[src/rtl/gpu_pkg.sv]
// Shared types and constants for the primitive sequencer and its segment table.
package gpu_pkg;

  localparam int unsigned SCREEN_MAX_X = 640;
  localparam int unsigned SCREEN_MAX_Y = 480;

  typedef struct packed {
    logic [9:0] x;
    logic [8:0] y;
  } vertex_t;

  typedef enum logic [1:0] {
    PRIM_LINE,
    PRIM_TRI,
    PRIM_RECT,
    PRIM_RSVD
  } prim_t;

  typedef enum logic [2:0] {
    StIdle,
    StCheck,
    StIssue,
    StWait,
    StNext,
    StFinish
  } seq_state_t;

  function automatic logic vertex_ok(vertex_t v, int unsigned max_x, int unsigned max_y);
    return (32'(v.x) <= max_x) && (32'(v.y) <= max_y);
  endfunction

  function automatic logic [1:0] last_seg(prim_t t);
    case (t)
      PRIM_TRI:  return 2'd2;
      PRIM_RECT: return 2'd3;
      default:   return 2'd0;
    endcase
  endfunction

endpackage

[src/rtl/prim_seg_rom.sv]
// Maps (primitive type, segment index, vertices) to one {x0, y0, x1, y1} segment.
module prim_seg_rom
  import gpu_pkg::*;
(
  input  prim_t       prim_i,
  input  logic [1:0]  seg_i,
  input  vertex_t     v0_i,
  input  vertex_t     v1_i,
  input  vertex_t     v2_i,
  output logic [37:0] seg_o
);

  vertex_t a;
  vertex_t b;

  always_comb begin
    a = v0_i;
    b = v1_i;
    case (prim_i)
      PRIM_TRI: begin
        case (seg_i)
          2'd0: begin
            a = v0_i;
            b = v1_i;
          end
          2'd1: begin
            a = v1_i;
            b = v2_i;
          end
          default: begin
            a = v2_i;
            b = v0_i;
          end
        endcase
      end
      PRIM_RECT: begin
        // v0 and v1 are opposite corners; walk the outline clockwise from v0.
        case (seg_i)
          2'd0: begin
            a = '{x: v0_i.x, y: v0_i.y};
            b = '{x: v1_i.x, y: v0_i.y};
          end
          2'd1: begin
            a = '{x: v1_i.x, y: v0_i.y};
            b = '{x: v1_i.x, y: v1_i.y};
          end
          2'd2: begin
            a = '{x: v1_i.x, y: v1_i.y};
            b = '{x: v0_i.x, y: v1_i.y};
          end
          default: begin
            a = '{x: v0_i.x, y: v1_i.y};
            b = '{x: v0_i.x, y: v0_i.y};
          end
        endcase
      end
      default: begin
        a = v0_i;
        b = v1_i;
      end
    endcase
    seg_o = {a, b};
  end

endmodule

[src/rtl/prim_sequencer.sv]
// Command-level controller: splits a line/triangle/rectangle into line segments
// and feeds them one at a time to the bresenline engine.
module prim_sequencer
  import gpu_pkg::*;
#(
  parameter int unsigned MAX_X        = SCREEN_MAX_X,
  parameter int unsigned MAX_Y        = SCREEN_MAX_Y,
  parameter int unsigned GUARD_CYCLES = 1
) (
  input  logic        clk,
  input  logic        n_rst,
  input  logic        cmd_valid,
  output logic        cmd_ready,
  input  logic [1:0]  cmd_type,
  input  logic [18:0] cmd_v0,
  input  logic [18:0] cmd_v1,
  input  logic [18:0] cmd_v2,
  input  logic        abort,
  input  logic        fb_stall,
  output logic [37:0] le_positions,
  output logic        le_start,
  input  logic        le_done,
  output logic        le_stop,
  output logic        busy,
  output logic        prim_done,
  output logic        err
);

  localparam int unsigned GuardW = (GUARD_CYCLES > 0) ? $clog2(GUARD_CYCLES + 1) : 1;

  seq_state_t        state_q, state_d;
  prim_t             type_q, type_d;
  vertex_t           v0_q, v0_d;
  vertex_t           v1_q, v1_d;
  vertex_t           v2_q, v2_d;
  logic [1:0]        seg_cnt_q, seg_cnt_d;
  logic [GuardW-1:0] guard_q, guard_d;
  logic [37:0]       pos_q, pos_d;
  logic              err_q, err_d;

  logic              reject;
  logic              load_pos;
  logic [1:0]        seg_sel;
  logic [37:0]       rom_seg;

  assign reject = (type_q == PRIM_RSVD) ||
                  !vertex_ok(v0_q, MAX_X, MAX_Y) ||
                  !vertex_ok(v1_q, MAX_X, MAX_Y) ||
                  ((type_q == PRIM_TRI) && !vertex_ok(v2_q, MAX_X, MAX_Y));

  // Table index of the segment about to be issued: 0 from CHECK, seg_cnt+1 from NEXT.
  assign seg_sel = (state_q == StNext) ? (seg_cnt_q + 2'd1) : 2'd0;

  prim_seg_rom u_seg_rom (
    .prim_i (type_q),
    .seg_i  (seg_sel),
    .v0_i   (v0_q),
    .v1_i   (v1_q),
    .v2_i   (v2_q),
    .seg_o  (rom_seg)
  );

  always_comb begin
    state_d   = state_q;
    type_d    = type_q;
    v0_d      = v0_q;
    v1_d      = v1_q;
    v2_d      = v2_q;
    seg_cnt_d = seg_cnt_q;
    guard_d   = guard_q;
    pos_d     = pos_q;
    err_d     = err_q;
    load_pos  = 1'b0;

    case (state_q)
      StIdle: begin
        if (cmd_valid) begin
          type_d  = prim_t'(cmd_type);
          v0_d    = vertex_t'(cmd_v0);
          v1_d    = vertex_t'(cmd_v1);
          v2_d    = vertex_t'(cmd_v2);
          err_d   = 1'b0;
          state_d = StCheck;
        end
      end
      StCheck: begin
        if (reject) begin
          err_d   = 1'b1;
          state_d = StFinish;
        end else begin
          seg_cnt_d = 2'd0;
          load_pos  = 1'b1;
          state_d   = StIssue;
        end
      end
      StIssue: begin
        guard_d = GuardW'(GUARD_CYCLES);
        state_d = StWait;
      end
      StWait: begin
        // Early cycles may still see the previous segment's done.
        if (guard_q != '0) begin
          guard_d = guard_q - 1'b1;
        end else if (le_done) begin
          state_d = StNext;
        end
      end
      StNext: begin
        if (seg_cnt_q == last_seg(type_q)) begin
          state_d = StFinish;
        end else begin
          seg_cnt_d = seg_cnt_q + 2'd1;
          load_pos  = 1'b1;
          state_d   = StIssue;
        end
      end
      StFinish: begin
        seg_cnt_d = 2'd0;
        state_d   = StIdle;
      end
      default: begin
        state_d = StIdle;
      end
    endcase

    if (abort && (state_q != StIdle)) begin
      state_d   = StIdle;
      seg_cnt_d = 2'd0;
      load_pos  = 1'b0;
    end

    if (load_pos) begin
      pos_d = rom_seg;
    end
  end

  always_ff @(posedge clk or negedge n_rst) begin
    if (!n_rst) begin
      state_q   <= StIdle;
      type_q    <= PRIM_LINE;
      v0_q      <= '0;
      v1_q      <= '0;
      v2_q      <= '0;
      seg_cnt_q <= 2'd0;
      guard_q   <= '0;
      pos_q     <= '0;
      err_q     <= 1'b0;
    end else begin
      state_q   <= state_d;
      type_q    <= type_d;
      v0_q      <= v0_d;
      v1_q      <= v1_d;
      v2_q      <= v2_d;
      seg_cnt_q <= seg_cnt_d;
      guard_q   <= guard_d;
      pos_q     <= pos_d;
      err_q     <= err_d;
    end
  end

  assign busy         = (state_q != StIdle);
  assign cmd_ready    = (state_q == StIdle);
  assign le_start     = (state_q == StIssue);
  assign le_positions = pos_q;
  assign le_stop      = busy & (fb_stall | abort);
  assign prim_done    = (state_q == StFinish) & ~abort;
  assign err          = prim_done & err_q;

endmodule
[config.mk]
export PLATFORM = sky130hd
export DESIGN_NAME = prim_sequencer
export DESIGN_NICKNAME = d
export VERILOG_FILES = /design/src/rtl/gpu_pkg.sv /design/src/rtl/prim_seg_rom.sv /design/src/rtl/prim_sequencer.sv
export SDC_FILE = /design/constraint.sdc
export NUM_CORES = 1
export LEC_CHECK = 0
export BUFFER_PORTS_ARGS = -buffer_cell sky130_fd_sc_hd__buf_2
export CAP_MARGIN = 15
export CORE_ASPECT_RATIO = 0.75
export CORE_MARGIN = 2
export CORE_UTILIZATION = 30
export CTS_BUF_LIST = sky130_fd_sc_hd__clkbuf_8
export CTS_CLUSTER_SIZE = 16
export DETAILED_ROUTE_END_ITERATION = 8
export HOLD_SLACK_MARGIN = 0.15
export PLACE_DENSITY = 0.49
export SETUP_SLACK_MARGIN = 0.1
export SYNTH_ARGS = -nofsm -noshare
export SYNTH_HDL_FRONTEND = slang
export SYNTH_SLANG_ARGS = --single-unit
[constraint.sdc]
create_clock -name clk -period 2.81 [get_ports clk]
set_clock_uncertainty 0.2 [all_clocks]
set_input_delay 0.843 -clock clk [delete_from_list [all_inputs] [get_ports clk]]
set_output_delay 0.843 -clock clk [all_outputs]
set_load 0.02 [all_outputs]
==> results of run 1 <==
-- flip-flops by register name, indices dropped and copies added, names as in the netlist --
| signal | flops |
|---|---|
| err_q | 1 |
| guard_q | 1 |
| le_positions | 38 |
| seg_cnt_q | 2 |
| state_q | 3 |
| type_q | 2 |
| v0_q | 19 |
| v1_q | 19 |
| v2_q | 19 |
-- cells by family (layout without fill, tap and decap cells) --
family	after synthesis	in the layout	share of synthesized area, %
XOR/XNOR	3	3	0.428
buffers and inverters	78	200	5.91
adder cells (fa/ha/maj)	3	3	0.611
AND/OR/NAND/NOR	137	137	12.0
multiplexers	122	122	21.4
flip-flops	104	104	42.4
AO/OA/AOI/OAI	171	171	17.3
-- cells in the final DEF, fill, tap and decap left out, types with 3 or more instances in the layout --
cell | netlist | routed
nand2_1 | 29 | 29
o221ai_1 | 11 | 11
buf_2 | 18 | 107
o211ai_1 | 4 | 4
inv_1 | 27 | 26
mux2_2 | 75 | 75
clkbuf_8 | 0 | 10
dfrtp_1 | 104 | 103
o21ai_0 | 41 | 41
nand2b_1 | 5 | 4
mux2i_1 | 46 | 46
nor3_1 | 13 | 13
nor2_1 | 26 | 26
a22oi_1 | 4 | 4
o22ai_1 | 36 | 36
and3_1 | 7 | 7
a311oi_1 | 7 | 7
o2111ai_1 | 8 | 8
nor4_1 | 7 | 4
buf_12 | 1 | 5
a21oi_1 | 49 | 48
nor2b_1 | 19 | 19
nor4_2 | 1 | 3
or3_1 | 11 | 10
buf_4 | 2 | 43
nor3b_1 | 9 | 9
ha_1 | 3 | 3
-- power breakdown --
| part | total [mW] | internal [mW] | switching [mW] |
|---|---|---|---|
| combinational | 5.65 | 2.51 | 3.14 |
| sequential | 3.15 | 2.25 | 0.900 |
| clock | 1.11 | 0.531 | 0.577 |
| total | 9.91 | 5.30 | 4.62 |
-- repair_timing --
item                                    4_1_cts  5_1_grt
gates cloned                                  0        2
pin swaps                                     0        3
buffers inserted                              2        3
gates resized for setup                       1       10
endpoints found under the setup margin        2       36
-- per-layer routing --
metal	wire length (µm)	share of wire, %	global-route usage (%)
met1	10300	50	29.4
met5	0	0	0
met2	8150	40	25.1
met3	1730	8.4	4.63
met4	310	1.5	5.13
-- stage by stage --
stage	power [mW]	cells	instance area, µm²	util [%]	setup slack (ns)
finish	9.91	998	7500	37.2	0.160
global route	10.5	998	7500	37.2	0.0827
CTS	9.69	993	7370	36.5	0.117
detailed placement	8.52	975	7120	35.3	0.173
global placement	8.41	975	7120	35.3	0.240
floorplan	6.57	618	6140	-	0.329
-- cell type report --
cell class / count / area, µm²
inverter: 27 / 101
clock buffer: 10 / 138
clock inverter: 6 / 90.1
fill: 2025 / 12700
tap: 258 / 323
sequential: 104 / 2600
timing repair buffer: 157 / 1010
multi-input combinational: 436 / 3230
-- worst min-delay path by stage --
| stage | from | slack, ns | cells past startpoint | endpoint |
|---|---|---|---|---|
| floorplan | guard_q$_DFFE_PN0P_ | 0.25 | 1 | guard_q$_DFFE_PN0P_ |
| global placement | guard_q$_DFFE_PN0P_ | 0.27 | 1 | guard_q$_DFFE_PN0P_ |
| detailed placement | guard_q$_DFFE_PN0P_ | 0.27 | 1 | guard_q$_DFFE_PN0P_ |
| CTS | guard_q$_DFFE_PN0P_ | 0.30 | 1 | guard_q$_DFFE_PN0P_ |
| global route | guard_q$_DFFE_PN0P_ | 0.32 | 1 | guard_q$_DFFE_PN0P_ |
| finish | guard_q$_DFFE_PN0P_ | 0.29 | 1 | guard_q$_DFFE_PN0P_ |
-- critical path, cell delays in order, from the launching register on --
cell	delay (ns)
dfrtp_1	0.39
buf_4	0.17
or3_4	0.39
inv_2	0.08
nor2_1	0.04
buf_2	0.15
==> flow_metrics.env, run 1 <==
export IMPL_nNetsFinal=803
export IMPL_grt_pass1_wl_mm=31.1
export IMPL_viasPerCell=5.53
export IMPL_grt_pass1_vias=5422
export IMPL_rr_startpoint="v0_q[11]$_DFFE_PN0P_"
export IMPL_ys_ff_latch=104
export IMPL_drive_gt1_share_pct=35.7
export IMPL_ctsHtreeMaxLevel=3
export IMPL_max_freq_mhz=377
export IMPL_hold_path_class="reg2reg"
export IMPL_synth_flop_cell="dfrtp_1"
export IMPL_grt_antenna_before_repair=0
export IMPL_cts_tree="built"
export IMPL_cts_hold_buf=0
export IMPL_initial_utilization_pct=30.5
export IMPL_clockRootBuffer="clkbuf_8"
export IMPL_clockBufferDepth=2
export IMPL_clk_pin_slew_ns=0.11
export IMPL_maxSlewViolCount=0
export IMPL_timing_final_crit_share_pct=94.3
export IMPL_p_leak_nw=3.21
export IMPL_finalHoldViolCount=0
export IMPL_powerDensity_nw_per_um2=1320
export IMPL_die_w_um=169
export IMPL_cp_arrival_ns=1.61
export IMPL_gr_usage_all_layers_pct=18.8
export IMPL_cts_buffers=9
export IMPL_crit_required_ns=1.77
export IMPL_cp_max_fo=9
export IMPL_crit_path_start="state_q[1]$_DFFE_PN0P_"
export IMPL_first_pass_iters=5
export IMPL_die_area_um2=21600
export IMPL_synthDistinctLibCells=53
export IMPL_path_class="reg2out"
export IMPL_diodes=0
export IMPL_io_pins=109
export IMPL_final_antenna_net_count=0
export IMPL_grt_overflow_total=0
export IMPL_routed_wl_mm=20.5
export IMPL_wire_per_inst_um=20.6
export IMPL_synth_edf_count=0
export IMPL_max_slew_margin_pct=43.7
export IMPL_postSynthCellCount=618
export IMPL_first_iter_violations=603
export IMPL_clock_sinks=104
export IMPL_synthArstFlopShare_pct=100
export IMPL_r2r_end="le_positions[37]$_DFFE_PN0P_"
export IMPL_rsz0062_at_grt="no"
export IMPL_hold_ws_ns=0.291
export IMPL_syn_to_final_growth_pct=22.1
export IMPL_yosys_area_top_type="dfrtp_1"
export IMPL_synth_yosys_seq_area_share_pct=42.4
export IMPL_worst_pin_slew_ns=0.841
export IMPL_synth_cell_area_um2=6140
export IMPL_clk_latency_ns=0.40
export IMPL_rrSetupSlack_ns=0.16
export IMPL_vias=5518
export IMPL_endpoint="le_stop"
export IMPL_synth_most_common_cell="dfrtp_1"
export IMPL_status="completed"
export IMPL_min_period_ns=2.65
export IMPL_synth_area_per_cell_um2=9.94
export IMPL_core_um2=20200
export IMPL_synth_common_cells="104 x dfrtp_1, 75 x mux2_2, 49 x a21oi_1"
export IMPL_setup_violations=0
export IMPL_port_buffer_count=108
export IMPL_reg2reg_depth=8
export IMPL_drv_cap=0
export IMPL_tns_ns=0
export IMPL_die_y_um=128
export IMPL_drc=0
export IMPL_grt_max_degree=105
export IMPL_end_kind="output port"
export IMPL_rows=45
export IMPL_synth_area_top_cells="dfrtp_1 42%, mux2_2 14%, mux2i_1 7.5%, a21oi_1 4.0%, o22ai_1 3.7%"
export IMPL_syn_nets=686
export IMPL_vdd_drop_max_mv=0.557
export IMPL_dp_hpwl_mm=13.9
export IMPL_synth_top_area_share_pct=42.4
export IMPL_start_kind="flop"
export IMPL_ys_warn_count=0
export IMPL_gp_congestion=0.873
Note: power is estimated with default switching activity, not from simulation.
==> run 2, diff against run 1 <==
Settings changed: CORE_MARGIN 2 to 4, CORE_UTILIZATION 30 to 35, PLACE_DENSITY 0.49 to 0.55.
Clock period 2.81 ns to 2.8 ns, I/O delays scaled along.
==> run 2 against run 1 <==
Net effect:
- critical endpoint is now le_positions[14]$_DFFE_PN0P_
- sequential power up 4%
- flip-flop and latch count unchanged
- clock power decreased by 11%
- clock-buffer cell count did not move
- via count increased by 1.1%
- die area is 8.7% lower
- register-to-register slack got worse by 0.02 ns
- non-clock buffer count is 3 higher
- combinational power decreased by 3%
- first-iteration DRC count is 20% higher
==> flow_metrics.env, run 2 (same netlist as run 1, synthesis figures left out) <==
export IMPL_seq_power_share_pct=33.5
export IMPL_gr_usage_all_layers_pct=19.2
export IMPL_grt_pass1_vias=5349
export IMPL_min_period_ns=2.66
export IMPL_grt_busiest_layer="met1"
export IMPL_grt_max_degree=64
export IMPL_clk_pin_slew_ns=0.11
export IMPL_clk_latency_ns=0.40
export IMPL_core_um2=17000
export IMPL_grt_use_met3_pct=5.47
export IMPL_drc=0
export IMPL_layout_commonest_cell="buf_2"
export IMPL_grt_pass1_wl_mm=29.9
export IMPL_p_sw_mw=4.52
export IMPL_routed_wl_mm=19.0
export IMPL_gp_congestion=0.918
export IMPL_hold_path_class="in2async"
export IMPL_die_y_um=123
export IMPL_finalPower_mw=9.76
export IMPL_max_freq_mhz=376
export IMPL_cts_hold_buf=0
export IMPL_cp_max_fo=11
export IMPL_tns_ns=0
export IMPL_dpl_worst_slack_ns=0.126
export IMPL_crit_required_ns=2.90
export IMPL_status="completed"
export IMPL_grt_overflow_total=0
export IMPL_first_pass_iters=5
export IMPL_swShare_pct=46.3
export IMPL_end_kind="flop"
export IMPL_finalHoldViolCount=0
export IMPL_rows=41
export IMPL_vdd_drop_max_mv=0.547
export IMPL_syn_to_final_growth_pct=22.0
export IMPL_port_buffer_count=108
export IMPL_clockRootBuffer="clkbuf_8"
export IMPL_path_class="reg2reg"
export IMPL_nNetsFinal=806
export IMPL_initial_utilization_pct=36.1
export IMPL_io_pins=109
export IMPL_setup_ws_ns=0.141
export IMPL_largest_register_ffs=38
export IMPL_cts_buffers=9
export IMPL_clock_power_share_pct=10.2
export IMPL_vias=5577
export IMPL_rsz0062_at_grt="yes"
export IMPL_cts_tree="built"
export IMPL_worst_pin_slew_ns=0.619
export IMPL_powerDensity_nw_per_um2=1300
export IMPL_layout_common_cells="106 x buf_2, 102 x dfrtp_1, 75 x mux2_2, 49 x a21oi_1, 46 x mux2i_1"
export IMPL_setup_violations=0
export IMPL_ctsHtreeMaxLevel=3
export IMPL_die_area_um2=19800
export IMPL_cp_arrival_ns=2.76
export IMPL_clockBufferDepth=2
export IMPL_final_antenna_net_count=0
export IMPL_intPower_mw=5.24
export IMPL_combinationalPowerShare_pct=56.3
export IMPL_drive_gt1_share_pct=36.1
export IMPL_gr_usage_met1_pct=29.7
export IMPL_wire_per_inst_um=19.4
export IMPL_dp_hpwl_mm=13.5
export IMPL_max_slew_margin_pct=58.6
export IMPL_first_iter_violations=725
export IMPL_met2_usage_pct=26.0
export IMPL_timing_final_crit_share_pct=95.0
export IMPL_clock_sinks=104
export IMPL_start_kind="flop"
export IMPL_p_leak_nw=3.22
export IMPL_die_w_um=161
export IMPL_maxSlewViolCount=0
export IMPL_diodes=0
export IMPL_drv_cap=0
export IMPL_viasPerCell=5.70
export IMPL_grt_antenna_before_repair=0
[run 2: cell types whose count changed in the layout (fill, tap and decap cells not counted), sizes merged]
cell,before,now
buf,155,159
bufinv,2,1
clkbuf,12,11
inv,29,30
[run 2: worst paths after layout]
kind / start / end / slack (ns) / cells past startpoint
max in group asynchronous: n_rst / state_q[1]$_DFFE_PN0P_ / 1.52 / 2
min in group clk: guard_q$_DFFE_PN0P_ / guard_q$_DFFE_PN0P_ / 0.29 / 1
worst max-delay path: v0_q[14]$_DFFE_PN0P_ / le_positions[14]$_DFFE_PN0P_ / 0.14 / 8
worst max register to register: v0_q[14]$_DFFE_PN0P_ / le_positions[14]$_DFFE_PN0P_ / 0.14 / 8
worst min register to register: guard_q$_DFFE_PN0P_ / guard_q$_DFFE_PN0P_ / 0.29 / 1
worst min-delay path: n_rst / le_positions[25]$_DFFE_PN0P_ / 0.22 / 1
[run 2: cell type report]
class / instances / area (µm²)
inverter: 27 / 104
clock inverter: 6 / 66.3
multi-input combinational: 436 / 3260
fill: 1660 / 9540
clock buffer: 10 / 138
timing repair buffer: 160 / 1030
sequential: 104 / 2610
tap: 236 / 295
[run 2: layer usage]
layer	vias to the layer above	share of wire (%)
li1	2520	-
met1	2725	48
met2	310	41
met3	22	9.5
met4	0	1.2
met5	-	0
[run 2: per-stage QoR]
step / instances / utilization, % / hold slack [ns] / instance area [µm²]
2_1_floorplan: 618 / - / 0.250 / 6140
3_3_place_gp: 952 / 41.6 / 0.271 / 7090
3_5_place_dp: 952 / 41.6 / 0.272 / 7090
4_1_cts: 970 / 42.9 / 0.238 / 7310
5_1_grt: 979 / 44.0 / 0.255 / 7490
6_report: 979 / 44.0 / 0.223 / 7490
[run 2: power groups by stage]
stage	sequential, mW	combinational (mW)	clock [mW]
after floorplan	3.22	3.38	0
after global placement	3.20	5.12	0
after detailed placement	3.22	5.22	0
after CTS	3.18	5.28	1.03
after global routing	3.37	6.02	1.08
final	3.27	5.50	0.993
[run 2: timing repair]
action,4_1_cts,5_1_grt
hold endpoints to repair,0,0
setup endpoints to repair,4,35
gates cloned,0,1
setup buffers,2,8
pin swaps,0,3
resized for setup,2,18
[run 2: critical path, cell delays in order, from the launching register on]
cell     delay (ns)
dfrtp_2        0.47
nor4_2         0.29
a21oi_1        0.15
nor4_2         0.40
nand2_1        0.17
o32ai_4        0.28
buf_12         0.21
buf_6          0.17
mux2i_1        0.23
==> run 3, diff against run 2 <==
Settings changed: CELL_PAD_IN_SITES_DETAIL_PLACEMENT set to 1, CELL_PAD_IN_SITES_GLOBAL_PLACEMENT set to 1, PLACE_DENSITY 0.55 to 0.68.
==> run 3 against run 2 <==
Net effect:
- combinational power is 8.4% higher
- largest power group unchanged
- first-iteration DRC count is 19% lower
- via count is 0.39% higher
- clock-buffer cell count stayed put
- die area stayed put
- worst setup slack better by 0.032 ns
- non-clock buffer count is 14 higher
- largest cell class unchanged
- register-to-register slack better by 0.04 ns
==> flow_metrics.env, run 3 (same netlist as run 1, synthesis figures left out) <==
export IMPL_status="completed"
export IMPL_rsz0062_at_grt="no"
export IMPL_grt_pass1_wl_mm=33.6
export IMPL_p_sw_mw=4.80
export IMPL_critPathTopFamily="simple AND/OR/NAND/NOR gates"
export IMPL_clock_sinks=104
export IMPL_die_w_um=161
export IMPL_cp_arrival_ns=1.59
export IMPL_worst_pin_slew_ns=0.616
export IMPL_timing_final_crit_share_pct=93.8
export IMPL_start_kind="flop"
export IMPL_die_y_um=123
export IMPL_first_pass_iters=5
export IMPL_wire_per_inst_um=21.7
export IMPL_reg2reg_depth=8
export IMPL_layout_common_cells="107 x buf_2, 100 x dfrtp_1, 75 x mux2_2, 57 x buf_4, 48 x a21oi_1"
export IMPL_nNetsFinal=820
export IMPL_port_buffer_count=108
export IMPL_tns_ns=0
export IMPL_crit_buf_inv=3
export IMPL_dp_hpwl_mm=15.3
export IMPL_holdPathStages=1
export IMPL_gr_usage_all_layers_pct=21.7
export IMPL_clk_latency_ns=0.39
export IMPL_cp_slowest_stage_delay_ns=0.41
export IMPL_clk_pin_slew_ns=0.10
export IMPL_diodes=0
export IMPL_viasPerCell=5.64
export IMPL_setup_ws_ns=0.173
export IMPL_first_iter_violations=589
export IMPL_clockBufferDepth=2
export IMPL_final_antenna_net_count=0
export IMPL_ctsHtreeMaxLevel=3
export IMPL_io_pins=109
export IMPL_largest_register_ffs=38
export IMPL_max_freq_mhz=381
export IMPL_crit_required_ns=1.76
export IMPL_layout_commonest_cell="buf_2"
export IMPL_rrSetupSlack_ns=0.18
export IMPL_min_to="guard_q$_DFFE_PN0P_"
export IMPL_gp_congestion=0.833
export IMPL_final_core_util_pct=44.6
export IMPL_r2r_end="le_positions[9]$_DFFE_PN0P_"
export IMPL_vias=5599
export IMPL_syn_to_final_growth_pct=23.7
export IMPL_hold_path_class="reg2reg"
export IMPL_drive_gt1_share_pct=37.6
export IMPL_initial_utilization_pct=36.1
export IMPL_dpl_worst_slack_ns=0.0632
export IMPL_core_um2=17000
export IMPL_cts_tree="built"
export IMPL_crit_chain="buf_6 > or3_4 > inv_4 > nor2_1 > buf_2"
export IMPL_grt_max_degree=64
export IMPL_swShare_pct=47.2
export IMPL_rows=41
export IMPL_p_leak_nw=3.29
export IMPL_cts_buffers=9
export IMPL_seq_power_share_pct=31.6
export IMPL_powerDensity_nw_per_um2=1340
export IMPL_drc=0
export IMPL_routed_wl_mm=21.5
export IMPL_combinationalPowerShare_pct=58.6
export IMPL_cp_max_fo=9
export IMPL_die_area_um2=19800
export IMPL_clockRootBuffer="clkbuf_8"
export IMPL_maxSlewViolCount=0
export IMPL_hp_start="guard_q$_DFFE_PN0P_"
export IMPL_crit_path_top_delay_cell="dfrtp_1"
export IMPL_setup_violations=0
export IMPL_vdd_drop_max_mv=0.553
export IMPL_stdcell_count=993
export IMPL_min_period_ns=2.63
export IMPL_drv_cap=0
export IMPL_grt_antenna_before_repair=0
export IMPL_dp_cells=956
export IMPL_intPower_mw=5.37
export IMPL_rr_startpoint="state_q[0]$_DFFE_PN0P_"
export IMPL_max_slew_margin_pct=58.8
export IMPL_finalHoldViolCount=0
export IMPL_grt_pass1_vias=5698
export IMPL_end_kind="output port"
export IMPL_grt_overflow_total=0
export IMPL_path_class="reg2out"
export IMPL_clock_power_share_pct=9.7
export IMPL_hold_ws_ns=0.304
==> run 3: changes by cell type in the layout (fill, tap and decap cells not counted), moves of 2 or more <==
cell,previous run,this run
buf_4,45,57
dfrtp_1,102,100
dfrtp_2,2,4
nor4_4,2,0
==> run 3: power by group through the flow <==
| stage | Sequential [mW] | Clock [mW] | Combinational, mW |
|---|---|---|---|
| 3_3_place_gp | 3.15 | 0 | 5.38 |
| 4_1_cts | 3.17 | 1.02 | 5.66 |
| 2_1_floorplan | 3.22 | 0 | 3.38 |
| 6_report | 3.22 | 0.991 | 5.96 |
| 3_5_place_dp | 3.18 | 0 | 5.57 |
| 5_1_grt | 3.32 | 1.09 | 6.47 |
==> run 3: how the worst max path moves through the flow <==
stage	from	end	slack [ns]	cells past startpoint
detailed placement	v0_q[17]$_DFFE_PN0P_	le_positions[11]$_DFFE_PN0P_	0.06	8
global placement	v0_q[17]$_DFFE_PN0P_	le_positions[11]$_DFFE_PN0P_	0.21	8
finish	state_q[0]$_DFFE_PN0P_	le_stop	0.17	5
CTS	type_q[0]$_DFFE_PN0P_	le_positions[11]$_DFFE_PN0P_	0.1	9
floorplan	abort	err	0.33	3
global route	state_q[0]$_DFFE_PN0P_	le_positions[9]$_DFFE_PN0P_	0.09	8
==> run 3: worst register-to-register path, cell delays in order (launching register included) <==
cell      delay, ns
dfrtp_1        0.41
buf_4          0.15
or3b_4         0.41
buf_12         0.17
or2_2          0.50
o21ai_0        0.29
nand2_1        0.11
o221ai_1       0.13
mux2i_1        0.12
==> run 3: area by class of cell <==
class | instances | area (µm²)
clock inverter | 6 | 60.1
inverter | 27 | 104
sequential | 104 | 2610
tap | 236 | 295
multi-input combinational | 436 | 3250
timing repair buffer | 174 | 1150
fill | 1962 | 9430
clock buffer | 10 | 138
==> run 3: layer usage <==
layer | vias up | track usage (%) | share of wire (%) | routed length, µm
met2 | 211 | 31.4 | 42 | 9070
met3 | 17 | 4.80 | 6.6 | 1420
met4 | 0 | 4.58 | 1.1 | 233
met5 | - | 0 | 0 | 0
met1 | 2832 | 33.2 | 50 | 10800
li1 | 2539 | - | - | -
==> run 3: stage by stage <==
step / power [mW] / area [µm²]
after floorplan: 6.60 / 6140
after global placement: 8.53 / 7130
after detailed placement: 8.76 / 7130
after CTS: 9.85 / 7370
after global routing: 10.9 / 7600
final: 10.2 / 7600
==> run 3: repair_timing <==
item                       CTS  global route
hold buffers                 1             0
buffers inserted             3            15
setup endpoints to repair   13            35
pin swaps                    0             3
hold endpoints to repair    24             0
gates cloned                 0             2
resized for setup            5            15
